`config.mk`:
```
export PLATFORM = sky130hd
export DESIGN_NAME = pipe_ctrl_flat
export DESIGN_NICKNAME = d
export VERILOG_FILES = /design/src/rtl/pipe_ctrl_pkg.sv /design/src/rtl/pipe_ctrl_if.sv /design/src/rtl/pipe_ctrl_load_use_detect.sv /design/src/rtl/pipe_ctrl.sv /design/src/flat_wrapper.sv
export SDC_FILE = /design/constraint.sdc
export NUM_CORES = 1
export LEC_CHECK = 0
export CORE_MARGIN = 2
export CORE_UTILIZATION = 44
export CTS_CLUSTER_SIZE = 10
export DETAILED_ROUTE_END_ITERATION = 7
export PLACE_DENSITY = 0.82
export SLEW_MARGIN = 25
export SYNTH_ARGS = -nofsm -noshare
export SYNTH_HDL_FRONTEND = slang
export SYNTH_HIERARCHICAL = 1
export SYNTH_SLANG_ARGS = --single-unit
```
`constraint.sdc`:
```
create_clock -name clk -period 4 [get_ports clk]
set_input_delay 0.8 -clock clk [delete_from_list [all_inputs] [get_ports clk]]
set_output_delay 0.8 -clock clk [all_outputs]
set_load 0.05 [all_outputs]
```
`src/rtl/pipe_ctrl_pkg.sv`:
```
// pipe_ctrl_pkg: shared definitions for the pipeline sequencer.
//   - state encodings of the pipe_ctrl FSM
//   - default drain length and data-memory wait limit
//   - register-specifier width
//   - control-vector struct driven onto the pipeline registers
package pipe_ctrl_pkg;

  localparam int REG_AW           = 3;
  localparam int DRAIN_CYCLES_DEF = 3;
  localparam int MAX_MEM_WAIT_DEF = 15;

  typedef enum logic [1:0] {
    ST_RUN      = 2'b00,
    ST_MEM_WAIT = 2'b01,
    ST_DRAIN    = 2'b10,
    ST_HALTED   = 2'b11
  } state_t;

  typedef struct packed {
    logic pc_we;
    logic if_id_we;
    logic if_id_flush;
    logic id_ex_we;
    logic id_ex_flush;
    logic ex_mem_we;
    logic mem_wb_we;
  } ctrl_t;

  // Everything frozen, nothing flushed.
  localparam ctrl_t CTRL_IDLE = '{default: 1'b0};

  // Normal advance of every stage.
  localparam ctrl_t CTRL_ADV = '{pc_we: 1'b1, if_id_we: 1'b1, if_id_flush: 1'b0,
                                 id_ex_we: 1'b1, id_ex_flush: 1'b0,
                                 ex_mem_we: 1'b1, mem_wb_we: 1'b1};

endpackage

```
`src/rtl/pipe_ctrl_if.sv`:
```
// pipe_ctrl_if: hazard inputs and pipeline-register controls of the sequencer.
//   master : datapath side (drives hazard info, receives enables/flushes)
//   slave  : pipe_ctrl side
// Optional: PIPE_CTRL_STALL_CNT_EN adds stall_cnt[15:0].
interface pipe_ctrl_if;
  import pipe_ctrl_pkg::*;

  logic              id_valid;
  logic              id_read1;
  logic              id_read2;
  logic [REG_AW-1:0] id_rs;
  logic [REG_AW-1:0] id_rt;
  logic              ex_mem_read;
  logic              ex_wreg;
  logic [REG_AW-1:0] ex_rd;
  logic              ex_redirect;
  logic              ex_halt;
  logic              imem_stall;
  logic              dmem_stall;

  logic              pc_we;
  logic              if_id_we;
  logic              if_id_flush;
  logic              id_ex_we;
  logic              id_ex_flush;
  logic              ex_mem_we;
  logic              mem_wb_we;
  logic              halted;
  logic              err;
`ifdef PIPE_CTRL_STALL_CNT_EN
  logic [15:0]       stall_cnt;
`endif

  modport master (
    output id_valid, id_read1, id_read2, id_rs, id_rt,
    output ex_mem_read, ex_wreg, ex_rd, ex_redirect, ex_halt,
    output imem_stall, dmem_stall,
    input  pc_we, if_id_we, if_id_flush, id_ex_we, id_ex_flush,
    input  ex_mem_we, mem_wb_we, halted, err
`ifdef PIPE_CTRL_STALL_CNT_EN
    , input stall_cnt
`endif
  );

  modport slave (
    input  id_valid, id_read1, id_read2, id_rs, id_rt,
    input  ex_mem_read, ex_wreg, ex_rd, ex_redirect, ex_halt,
    input  imem_stall, dmem_stall,
    output pc_we, if_id_we, if_id_flush, id_ex_we, id_ex_flush,
    output ex_mem_we, mem_wb_we, halted, err
`ifdef PIPE_CTRL_STALL_CNT_EN
    , output stall_cnt
`endif
  );

endinterface

```
`src/rtl/pipe_ctrl_load_use_detect.sv`:
```
// load_use_detect: combinational load-use hazard compare between the
// instruction in ID and a load sitting in ID/EX. Kept separate so the
// forwarding logic can reuse the same compare.
//   in : ex_mem_read, ex_wreg, ex_rd, id_valid, id_read1/2, id_rs, id_rt
//   out: hazard
module load_use_detect
  import pipe_ctrl_pkg::*;
(
  input  logic              ex_mem_read,
  input  logic              ex_wreg,
  input  logic [REG_AW-1:0] ex_rd,
  input  logic              id_valid,
  input  logic              id_read1,
  input  logic              id_read2,
  input  logic [REG_AW-1:0] id_rs,
  input  logic [REG_AW-1:0] id_rt,
  output logic              hazard
);

  assign hazard = ex_mem_read & ex_wreg & id_valid &
                  ((id_read1 & (id_rs == ex_rd)) | (id_read2 & (id_rt == ex_rd)));

endmodule

```
`src/rtl/pipe_ctrl.sv`:
```
// pipe_ctrl: pipeline sequencer for the 16-bit 5-stage core.
//   clk, rst : core clock, asynchronous active-high reset
//   pif      : pipe_ctrl_if.slave (hazard inputs, stage enables/flushes,
//              halted, sticky err)
// Enables/flushes are combinational from state and inputs; state, counters,
// halted and err are registered.
// Optional: PIPE_CTRL_STALL_CNT_EN adds pif.stall_cnt, a saturating count of
// non-HALTED cycles with pc_we=0.
//
// state    | meaning
// ---------+-------------------------------------------------------------
// RUN      | normal issue; hazard priority resolution
// MEM_WAIT | data memory busy, whole pipe frozen, wait timeout running
// DRAIN    | halt left EX; only EX/MEM and MEM/WB keep advancing
// HALTED   | core frozen until reset
module pipe_ctrl
  import pipe_ctrl_pkg::*;
#(
  parameter int DRAIN_CYCLES = DRAIN_CYCLES_DEF,
  parameter int MAX_MEM_WAIT = MAX_MEM_WAIT_DEF
) (
  input logic       clk,
  input logic       rst,
  pipe_ctrl_if.slave pif
);

  localparam int WAIT_W  = $clog2(MAX_MEM_WAIT + 1);
  localparam int DRAIN_W = $clog2(DRAIN_CYCLES + 1);

  state_t             state;
  logic [WAIT_W-1:0]  wait_cnt;
  logic [WAIT_W-1:0]  wait_nxt;
  logic [DRAIN_W-1:0] drain_cnt;
  logic               halted_r;
  logic               err_r;
  logic               lu_hazard;
  ctrl_t              ctrl;

  load_use_detect u_lud (
    .ex_mem_read (pif.ex_mem_read),
    .ex_wreg     (pif.ex_wreg),
    .ex_rd       (pif.ex_rd),
    .id_valid    (pif.id_valid),
    .id_read1    (pif.id_read1),
    .id_read2    (pif.id_read2),
    .id_rs       (pif.id_rs),
    .id_rt       (pif.id_rt),
    .hazard      (lu_hazard)
  );

  // Stalled-cycle count after this cycle; entering from RUN counts as the first.
  always_comb begin
    wait_nxt = wait_cnt;
    if (state == ST_RUN)
      wait_nxt = WAIT_W'(1);
    else if (wait_cnt != WAIT_W'(MAX_MEM_WAIT))
      wait_nxt = wait_cnt + 1'b1;
  end

  always_comb begin
    ctrl = CTRL_IDLE;
    if (rst) begin
      ctrl.if_id_flush = 1'b1;
      ctrl.id_ex_flush = 1'b1;
    end else begin
      case (state)
        // MEM_WAIT with the stall released falls straight into RUN rules.
        ST_RUN, ST_MEM_WAIT: begin
          if (pif.dmem_stall) begin
            ctrl = CTRL_IDLE;
          end else if (pif.ex_redirect) begin
            ctrl             = CTRL_ADV;
            ctrl.if_id_flush = 1'b1;
            ctrl.id_ex_flush = 1'b1;
          end else if (pif.ex_halt) begin
            ctrl             = CTRL_ADV;
            ctrl.pc_we       = 1'b0;
            ctrl.if_id_flush = 1'b1;
            ctrl.id_ex_flush = 1'b1;
          end else if (lu_hazard) begin
            ctrl             = CTRL_ADV;
            ctrl.pc_we       = 1'b0;
            ctrl.if_id_we    = 1'b0;
            ctrl.id_ex_flush = 1'b1;
          end else if (pif.imem_stall) begin
            ctrl             = CTRL_ADV;
            ctrl.pc_we       = 1'b0;
            ctrl.if_id_flush = 1'b1;
          end else begin
            ctrl = CTRL_ADV;
          end
        end
        ST_DRAIN: begin
          ctrl.id_ex_flush = 1'b1;
          ctrl.ex_mem_we   = ~pif.dmem_stall;
          ctrl.mem_wb_we   = ~pif.dmem_stall;
        end
        default: ctrl = CTRL_IDLE;
      endcase
    end
  end

  always_ff @(posedge clk or posedge rst) begin
    if (rst) begin
      state     <= ST_RUN;
      wait_cnt  <= '0;
      drain_cnt <= '0;
      halted_r  <= 1'b0;
      err_r     <= 1'b0;
    end else begin
      if (state != ST_HALTED && pif.ex_redirect && pif.ex_halt)
        err_r <= 1'b1;
      case (state)
        ST_RUN, ST_MEM_WAIT: begin
          if (pif.dmem_stall) begin
            state    <= ST_MEM_WAIT;
            wait_cnt <= wait_nxt;
            if (wait_nxt == WAIT_W'(MAX_MEM_WAIT))
              err_r <= 1'b1;
          end else begin
            wait_cnt <= '0;
            if (pif.ex_halt && !pif.ex_redirect) begin
              state     <= ST_DRAIN;
              drain_cnt <= '0;
            end else begin
              state <= ST_RUN;
            end
          end
        end
        ST_DRAIN: begin
          if (!pif.dmem_stall) begin
            if (drain_cnt == DRAIN_W'(DRAIN_CYCLES - 1)) begin
              state    <= ST_HALTED;
              halted_r <= 1'b1;
            end else begin
              drain_cnt <= drain_cnt + 1'b1;
            end
          end
        end
        default: begin
          state    <= ST_HALTED;
          halted_r <= 1'b1;
        end
      endcase
    end
  end

`ifdef PIPE_CTRL_STALL_CNT_EN
  logic [15:0] stall_cnt_r;

  always_ff @(posedge clk or posedge rst) begin
    if (rst)
      stall_cnt_r <= '0;
    else if (state != ST_HALTED && !ctrl.pc_we && stall_cnt_r != 16'hFFFF)
      stall_cnt_r <= stall_cnt_r + 16'd1;
  end

  assign pif.stall_cnt = stall_cnt_r;
`endif

  assign pif.pc_we       = ctrl.pc_we;
  assign pif.if_id_we    = ctrl.if_id_we;
  assign pif.if_id_flush = ctrl.if_id_flush;
  assign pif.id_ex_we    = ctrl.id_ex_we;
  assign pif.id_ex_flush = ctrl.id_ex_flush;
  assign pif.ex_mem_we   = ctrl.ex_mem_we;
  assign pif.mem_wb_we   = ctrl.mem_wb_we;
  assign pif.halted      = halted_r;
  assign pif.err         = err_r;

endmodule

```
`src/flat_wrapper.sv`:
```
// flat-port wrapper written by rule: the top's interface ports become plain ports
module pipe_ctrl_flat import pipe_ctrl_pkg::*;
#(
  parameter int DRAIN_CYCLES = DRAIN_CYCLES_DEF,
  parameter int MAX_MEM_WAIT = MAX_MEM_WAIT_DEF
)
  (clk, rst, pif_id_valid, pif_id_read1, pif_id_read2, pif_id_rs, pif_id_rt, pif_ex_mem_read, pif_ex_wreg, pif_ex_rd, pif_ex_redirect, pif_ex_halt, pif_imem_stall, pif_dmem_stall, pif_pc_we, pif_if_id_we, pif_if_id_flush, pif_id_ex_we, pif_id_ex_flush, pif_ex_mem_we, pif_mem_wb_we, pif_halted, pif_err);
  pipe_ctrl_if pif_i ();
  input logic clk;
  input logic rst;
  input wire logic [$bits(pif_i.id_valid)-1:0] pif_id_valid;
  input wire logic [$bits(pif_i.id_read1)-1:0] pif_id_read1;
  input wire logic [$bits(pif_i.id_read2)-1:0] pif_id_read2;
  input wire logic [$bits(pif_i.id_rs)-1:0] pif_id_rs;
  input wire logic [$bits(pif_i.id_rt)-1:0] pif_id_rt;
  input wire logic [$bits(pif_i.ex_mem_read)-1:0] pif_ex_mem_read;
  input wire logic [$bits(pif_i.ex_wreg)-1:0] pif_ex_wreg;
  input wire logic [$bits(pif_i.ex_rd)-1:0] pif_ex_rd;
  input wire logic [$bits(pif_i.ex_redirect)-1:0] pif_ex_redirect;
  input wire logic [$bits(pif_i.ex_halt)-1:0] pif_ex_halt;
  input wire logic [$bits(pif_i.imem_stall)-1:0] pif_imem_stall;
  input wire logic [$bits(pif_i.dmem_stall)-1:0] pif_dmem_stall;
  output wire logic [$bits(pif_i.pc_we)-1:0] pif_pc_we;
  output wire logic [$bits(pif_i.if_id_we)-1:0] pif_if_id_we;
  output wire logic [$bits(pif_i.if_id_flush)-1:0] pif_if_id_flush;
  output wire logic [$bits(pif_i.id_ex_we)-1:0] pif_id_ex_we;
  output wire logic [$bits(pif_i.id_ex_flush)-1:0] pif_id_ex_flush;
  output wire logic [$bits(pif_i.ex_mem_we)-1:0] pif_ex_mem_we;
  output wire logic [$bits(pif_i.mem_wb_we)-1:0] pif_mem_wb_we;
  output wire logic [$bits(pif_i.halted)-1:0] pif_halted;
  output wire logic [$bits(pif_i.err)-1:0] pif_err;
  assign pif_i.id_valid = pif_id_valid;
  assign pif_i.id_read1 = pif_id_read1;
  assign pif_i.id_read2 = pif_id_read2;
  assign pif_i.id_rs = pif_id_rs;
  assign pif_i.id_rt = pif_id_rt;
  assign pif_i.ex_mem_read = pif_ex_mem_read;
  assign pif_i.ex_wreg = pif_ex_wreg;
  assign pif_i.ex_rd = pif_ex_rd;
  assign pif_i.ex_redirect = pif_ex_redirect;
  assign pif_i.ex_halt = pif_ex_halt;
  assign pif_i.imem_stall = pif_imem_stall;
  assign pif_i.dmem_stall = pif_dmem_stall;
  assign pif_pc_we = pif_i.pc_we;
  assign pif_if_id_we = pif_i.if_id_we;
  assign pif_if_id_flush = pif_i.if_id_flush;
  assign pif_id_ex_we = pif_i.id_ex_we;
  assign pif_id_ex_flush = pif_i.id_ex_flush;
  assign pif_ex_mem_we = pif_i.ex_mem_we;
  assign pif_mem_wb_we = pif_i.mem_wb_we;
  assign pif_halted = pif_i.halted;
  assign pif_err = pif_i.err;
  pipe_ctrl #(.DRAIN_CYCLES(DRAIN_CYCLES), .MAX_MEM_WAIT(MAX_MEM_WAIT)) u_core (.clk(clk), .rst(rst), .pif(pif_i));
endmodule
```
==> flow_metrics.tcl, run 1 <==
set metrics [dict create \
    clock_insertion_delay_worst_skew_ns 0.26 \
    max-slew-margin-rel_pct 66.35 \
    synth_edf_count 0 \
    drt_drc_violations_left 0 \
    drt-wirelength-per-cell_um 12.92 \
    antennaDiodeCount 0 \
    rsz0062_at_grt "false" \
    critPathSlowestCell "sky130_fd_sc_hd__clkdlybuf4s50_1" \
    yosys_warnings 6 \
    grt_pass1_wl_um 2766 \
    netlist_top_cells_area "sky130_fd_sc_hd__dfrtp_1 (36%), sky130_fd_sc_hd__xnor2_1 (8.7%), sky130_fd_sc_hd__mux2_2 (4.8%)" \
    status "complete, no violations" \
    min_period_ns 3.665 \
    postRouteWirelength_um 1589 \
    longest_individual_stage_delay_on_the_worst_path_ns 0.69 \
    grt_pass1_vias 617 \
    place_congestion 0.8866 \
    synthDistinctLibCells 33 \
    cts_made_buffers 3 \
    dieWidth_um 43.98 \
    cts_tree "yes" \
    power.density_cell_area_nw_per_um2 394.3 \
    clk_pin_slew_ns 0.06 \
    initialDrtViolationCount 15 \
    row_count 14 \
    critPathLaunchType "primary input" \
    ys_dominant_reg_cell "sky130_fd_sc_hd__dfrtp_1" \
    mostFrequentLayoutCell "sky130_fd_sc_hd__clkdlybuf4s50_1" \
    min_path_cells 2 \
    drt-vias-per-instance 5.618 \
    final_util_pct 68.60 \
    setup-tns-final_ns 0 \
    post_synth_instance_area_sq_um 703.2 \
    critPathCaptureType "output port" \
    synthesis.nets 99 \
    h-tree-depth 1 \
    setup_viol 0 \
    worst-r2r-setup-slack_ns 2.32 \
    drt_pass1_iterations 4 \
    depth_of_the_worst_register_to_register_path 3 \
    slew_viol_final 0 \
    post-synth-top-area-fraction_pct 35.59 \
    io_buffers 28 \
    die_height_um 43.98 \
    max_cap_viol_count 0 \
    initial_core_util_pct 46.68 \
    cts_max_path_buffers 2 \
    setup.worst_path.class "in -> out" \
    design.die.area_sq_um 1934 \
    ctsRootBufferMaster "sky130_fd_sc_hd__clkbuf_4" \
    grt_use_total_pct 19.60 \
    synthArstFlopShare_pct 100.0 \
    fp.coreArea_sq_um 1506 \
    postCtsSetupBuffers 0 \
    worst_hold_slack_ns 0.4810 \
    synth_largest_area_cell "sky130_fd_sc_hd__dfrtp_1" \
    ios 29 \
    path_common_cell "sky130_fd_sc_hd__clkdlybuf4s50_1" \
    fmax_ghz 0.2728 \
    period_utilization_post_route_pct 91.64 \
    layout_cell_share_with_drive_strength_beyond_1_pct 10.28 \
    hold_path.startpoint "u_core/pif.err" \
    timing.critical_path.cells "clkdlybuf4s50_1 -> xnor2_1 -> nand4_1 -> a21oi_1 -> o21ai_0 -> a21o_1 -> clkdlybuf4s50_1" \
    finalHoldViolations 0 \
    worstHoldPathType "reg -> reg" \
    peakVddDrop_uv 262.8 \
    critical_path_arrival_ns 2.87 \
    cts_resized 0 \
    synthToLayoutAreaGrowth_pct 46.98 \
    design.final.nets 130 \
    largest_net_degree_at_the_start_of_global_routing 17 \
    vias 691 \
    cts_hold_buf 0 \
    critical_path.reg2reg.endpoint "u_core/drain_cnt[1]" \
    antenna_violating_nets_post_route 0 \
    synth_sequential_area_ratio_pct 35.59 \
    required_ns 3.20 \
    rr_startpoint "u_core/state[1]" \
    cellLeakagePower_nw 0.4169 \
    worstHoldEndpoint "u_core/pif.err" \
    cp_max_fo 4 \
    dpl.hpwl_um 1223 \
    fin_worst_skew_ns 0.006588 \
    synthesis.instances 77 \
    tritoncts_num_sinks 10 \
    tightestPinTransition_ns 0.5031 \
    grt_antenna_before_repair 0 \
    mostFrequentLayoutCells "sky130_fd_sc_hd__clkdlybuf4s50_1 (28), sky130_fd_sc_hd__dfrtp_1 (10), sky130_fd_sc_hd__xnor2_1 (7)" \
    synth-seq-cells 10 \
    syn-mean-instance-area_sq_um 9.132 \
    grt_remaining_overflow 0 \
]
==> worst max-delay path by stage <==
stage	startpoint	endpoint	slack, ns	cells past startpoint
2_1_floorplan	pif_dmem_stall	pif_if_id_we	0.46	2
3_3_place_gp	pif_ex_rd[1]	pif_id_ex_flush	0.39	7
3_5_place_dp	pif_ex_rd[1]	pif_if_id_flush	0.34	7
4_1_cts	pif_ex_rd[0]	pif_if_id_flush	0.33	7
5_1_grt	pif_ex_rd[1]	pif_if_id_flush	0.08	7
6_report	pif_ex_rd[0]	pif_if_id_flush	0.33	7
==> worst max-delay path: cells and delay by family <==
| family | cells | cell delay [ns] |
|---|---|---|
| and+or+nand+nor | 1 | 0.11 |
| AOI/OAI and AO/OA | 3 | 0.62 |
| xor gates and xnor gates | 1 | 0.13 |
| buffers and inverters | 2 | 1.20 |
==> stage by stage <==
step | cells | total power [W] | cell area, sq um | setup slack, ns
6_report | 123 | 0.0004075 | 1033 | 0.3346
5_1_grt | 123 | 0.0004398 | 1033 | 0.08275
4_1_cts | 123 | 0.0004114 | 1033 | 0.3340
3_5_place_dp | 119 | 0.0003200 | 997.2 | 0.3384
3_3_place_gp | 119 | 0.0003144 | 997.2 | 0.3869
2_1_floorplan | 77 | 0.0002655 | 708.2 | 0.4562
==> synth_stat cells, types with 2 or more instances <==
cell,instances
sky130_fd_sc_hd__o21ai_0,5
sky130_fd_sc_hd__nand2b_1,3
sky130_fd_sc_hd__o31ai_1,2
sky130_fd_sc_hd__mux2_2,3
sky130_fd_sc_hd__dfrtp_1,10
sky130_fd_sc_hd__nand3_1,3
sky130_fd_sc_hd__nor3_1,2
sky130_fd_sc_hd__xnor2_1,7
sky130_fd_sc_hd__nand4_1,2
sky130_fd_sc_hd__nor2_1,4
sky130_fd_sc_hd__a31oi_1,2
sky130_fd_sc_hd__ha_1,2
sky130_fd_sc_hd__o22a_1,2
sky130_fd_sc_hd__and3_1,2
sky130_fd_sc_hd__inv_1,6
sky130_fd_sc_hd__nand2_1,4
sky130_fd_sc_hd__or3b_1,2
==> routing by layer <==
metal,share of wire [%],vias to the layer above,global-route usage [%]
met1,45,331,25.85
met3,7.1,0,7.083
met5,0,-,0
met4,0,0,3.636
met2,48,19,31.18
li1,-,341,-
==> sequential cells by signal, summed over array words and instances (netlist names) <==
| register | flops |
|---|---|
| u_core/wait_cnt | 4 |
| u_core/drain_cnt | 2 |
| u_core/state | 2 |
| u_core/pif.err | 1 |
| u_core/pif.halted | 1 |
==> cells by family after synthesis <==
kind of cell    after synthesis  synth area share [%]
xor+xnor                      7                 8.719
flops                        10                 35.59
mux                           3                 4.804
fa+ha+maj                     2                 3.558
buf+inv                       8                 4.804
compound gates               21                 21.53
simple gates                 26                 21.00
==> where the power goes <==
| part | switching [W] | leakage, nW | internal [W] | total, W |
|---|---|---|---|---|
| sequential | 0.0000290 | 0.115 | 0.000125 | 0.000154 |
| combinational | 0.0000808 | 0.281 | 0.0000850 | 0.000166 |
| clock | 0.0000322 | 0.0210 | 0.0000551 | 0.0000873 |
==> cell type report <==
class | instances | area [sq um]
flip-flops and latches | 10 | 250.2
repair buffers | 28 | 280.3
fillers | 109 | 473.0
inverters | 6 | 22.52
clock buffers | 4 | 36.28
multi-input cells | 59 | 424.2
well taps | 16 | 20.02
Note: power is estimated with default switching activity, not from simulation.
==> run 2: changes to the inputs <==
CORE_ASPECT_RATIO = 1.25   (was unset)
CORE_UTILIZATION = 37   (was 44)
GPL_ROUTABILITY_DRIVEN = 0   (was unset)
PLACE_DENSITY = 0.73   (was 0.82)
clock period = 3.1 ns   (was 4 ns; I/O delays follow)
==> flow_metrics.tcl, run 2 (synthesis gave the netlist of run 1 again) <==
set metrics [dict create \
    design.final.nets 131 \
    clock_insertion_delay_worst_skew_ns 0.26 \
    rr_startpoint "u_core/state[1]" \
    period_utilization_post_route_pct 89.51 \
    final_cell_count_no_fill 127 \
    ctsRootBufferMaster "sky130_fd_sc_hd__clkbuf_4" \
    clk_pin_slew_ns 0.07 \
    rsz0062_at_grt "false" \
    max_flop_register "u_core/wait_cnt" \
    antennaDiodeCount 0 \
    hold_path.startpoint "u_core/pif.err" \
    depth_of_the_worst_register_to_register_path 3 \
    status "complete, no violations" \
    cts_resized 0 \
    peakVddDrop_uv 266.8 \
    largest_register_ffs 4 \
    die_height_um 52.74 \
    mostFrequentLayoutCells "sky130_fd_sc_hd__clkdlybuf4s50_1 (21), sky130_fd_sc_hd__dfrtp_1 (10), sky130_fd_sc_hd__xnor2_1 (7)" \
    grt_antenna_before_repair 0 \
    synthToLayoutAreaGrowth_pct 51.42 \
    grt_remaining_overflow 0 \
    setup_viol 0 \
    drt-wirelength-per-cell_um 13.30 \
    grt_pass1_vias 692 \
    initial_core_util_pct 39.36 \
    power.sequential.fraction_pct 36.6 \
    worst-r2r-setup-slack_ns 1.39 \
    postRouteWirelength_um 1689 \
    slew_viol_final 0 \
    grt_pass1_wl_um 2946 \
    ios 29 \
    clock_power_share_pct 21.0 \
    vias 681 \
    critical_path.reg2reg.endpoint "u_core/drain_cnt[1]" \
    cp_max_fo 4 \
    grt_use_total_pct 17.70 \
    tritoncts_num_sinks 10 \
    critPathLaunchType "primary input" \
    dieWidth_um 42.99 \
    max-slew-margin-rel_pct 66.70 \
    max_cap_viol_count 0 \
    power.density_cell_area_nw_per_um2 518.4 \
    postCtsSetupBuffers 0 \
    critPathCaptureType "output port" \
    drt-vias-per-instance 5.362 \
    place.detailed.instances 123 \
    dpl.hpwl_um 1413 \
    switchingPower_w 0.0001937 \
    mostFrequentLayoutCell "sky130_fd_sc_hd__clkdlybuf4s50_1" \
    setup.worst_path.class "in -> out" \
    fp.coreArea_sq_um 1787 \
    total_power_w 0.0005520 \
    worstHoldPathType "reg -> reg" \
    cts_made_buffers 3 \
    layout_cell_share_with_drive_strength_beyond_1_pct 17.59 \
    cts_tree "yes" \
    cellLeakagePower_nw 0.4453 \
    design.die.area_sq_um 2267 \
    io_buffers 28 \
    sw_frac_of_total_pct 35.09 \
    cts_max_path_buffers 2 \
    h-tree-depth 1 \
    critical_path_arrival_ns 2.15 \
    drt_drc_violations_left 0 \
    p_comb_share_pct 42.5 \
    antenna_violating_nets_post_route 0 \
    fmax_ghz 0.3604 \
    worstHoldEndpoint "u_core/pif.err" \
    min_period_ns 2.775 \
    setup-tns-final_ns 0 \
    internal_power_w 0.0003583 \
    fin_worst_skew_ns 0.003524 \
    initialDrtViolationCount 14 \
    drt_pass1_iterations 4 \
    required_ns 2.48 \
    row_count 17 \
    tightestPinTransition_ns 0.4979 \
    finalHoldViolations 0 \
    largestRegisters "u_core/wait_cnt (4), u_core/drain_cnt (2), u_core/state (2)" \
    cts_hold_buf 0 \
    largest_net_degree_at_the_start_of_global_routing 17 \
    min_path_cells 2 \
]
==> run 2: changes by cell type in the layout (fill, tap and decap cells not counted), sizes merged <==
cell           before  now
buf                 0    8
clkdlybuf4s50      28   21
==> run 2: area by class of cell <==
type	count	area [sq um]
fillers	171	721.9
multi-input cells	59	424.2
repair buffers	29	307.8
flip-flops and latches	10	250.2
clock buffers	4	36.28
well taps	19	23.77
inverters	6	22.52
==> run 2: worst max-delay path by stage <==
stage,depth (start not counted),from,endpoint
6_report,7,pif_ex_rd[2],pif_if_id_flush
5_1_grt,7,pif_ex_rd[2],pif_if_id_flush
4_1_cts,7,pif_ex_rd[2],pif_if_id_flush
3_5_place_dp,7,pif_ex_rd[0],pif_if_id_flush
3_3_place_gp,7,pif_ex_rd[0],pif_if_id_flush
2_1_floorplan,2,pif_dmem_stall,pif_if_id_we
==> run 2: worst max-delay path, stage by stage <==
cell and delay, ns:
sky130_fd_sc_hd__clkdlybuf4s50_1 0.51, sky130_fd_sc_hd__xnor2_1 0.13, sky130_fd_sc_hd__nand4_1 0.10, sky130_fd_sc_hd__a21oi_1 0.28
sky130_fd_sc_hd__o21ai_0 0.14, sky130_fd_sc_hd__a21o_1 0.19, sky130_fd_sc_hd__buf_4 0.18
==> run 2: metal layers <==
| layer | wire [um] | GRT usage, % | up-vias |
|---|---|---|---|
| met5 | 0 | 0 | - |
| met4 | 8 | 9.091 | 0 |
| met3 | 63 | 2.759 | 2 |
| met2 | 934 | 33.08 | 13 |
| met1 | 683 | 18.90 | 323 |
| li1 | - | - | 343 |
==> run 2: metrics by stage <==
step	worst slack, ns	area, sq um	hold slack, ns	util [%]
6_report	0.3250	1065	0.4724	59.59
5_1_grt	0.1758	1065	0.4951	59.59
4_1_cts	0.3291	1065	0.4779	59.59
3_5_place_dp	0.3329	1028	0.4604	57.56
3_3_place_gp	0.3501	1028	0.4521	57.56
2_1_floorplan	0.2658	708.2	0.4733	-
==> run 2: power groups by stage <==
| stage | registers (W) | clock network (W) | logic [W] |
|---|---|---|---|
| 2_1_floorplan | 0.000191 | 0 | 0.000151 |
| 3_3_place_gp | 0.000199 | 0 | 0.000228 |
| 3_5_place_dp | 0.000203 | 0 | 0.000237 |
| 4_1_cts | 0.000200 | 0.000122 | 0.000238 |
| 5_1_grt | 0.000207 | 0.000126 | 0.000259 |
| 6_report | 0.000202 | 0.000116 | 0.000234 |
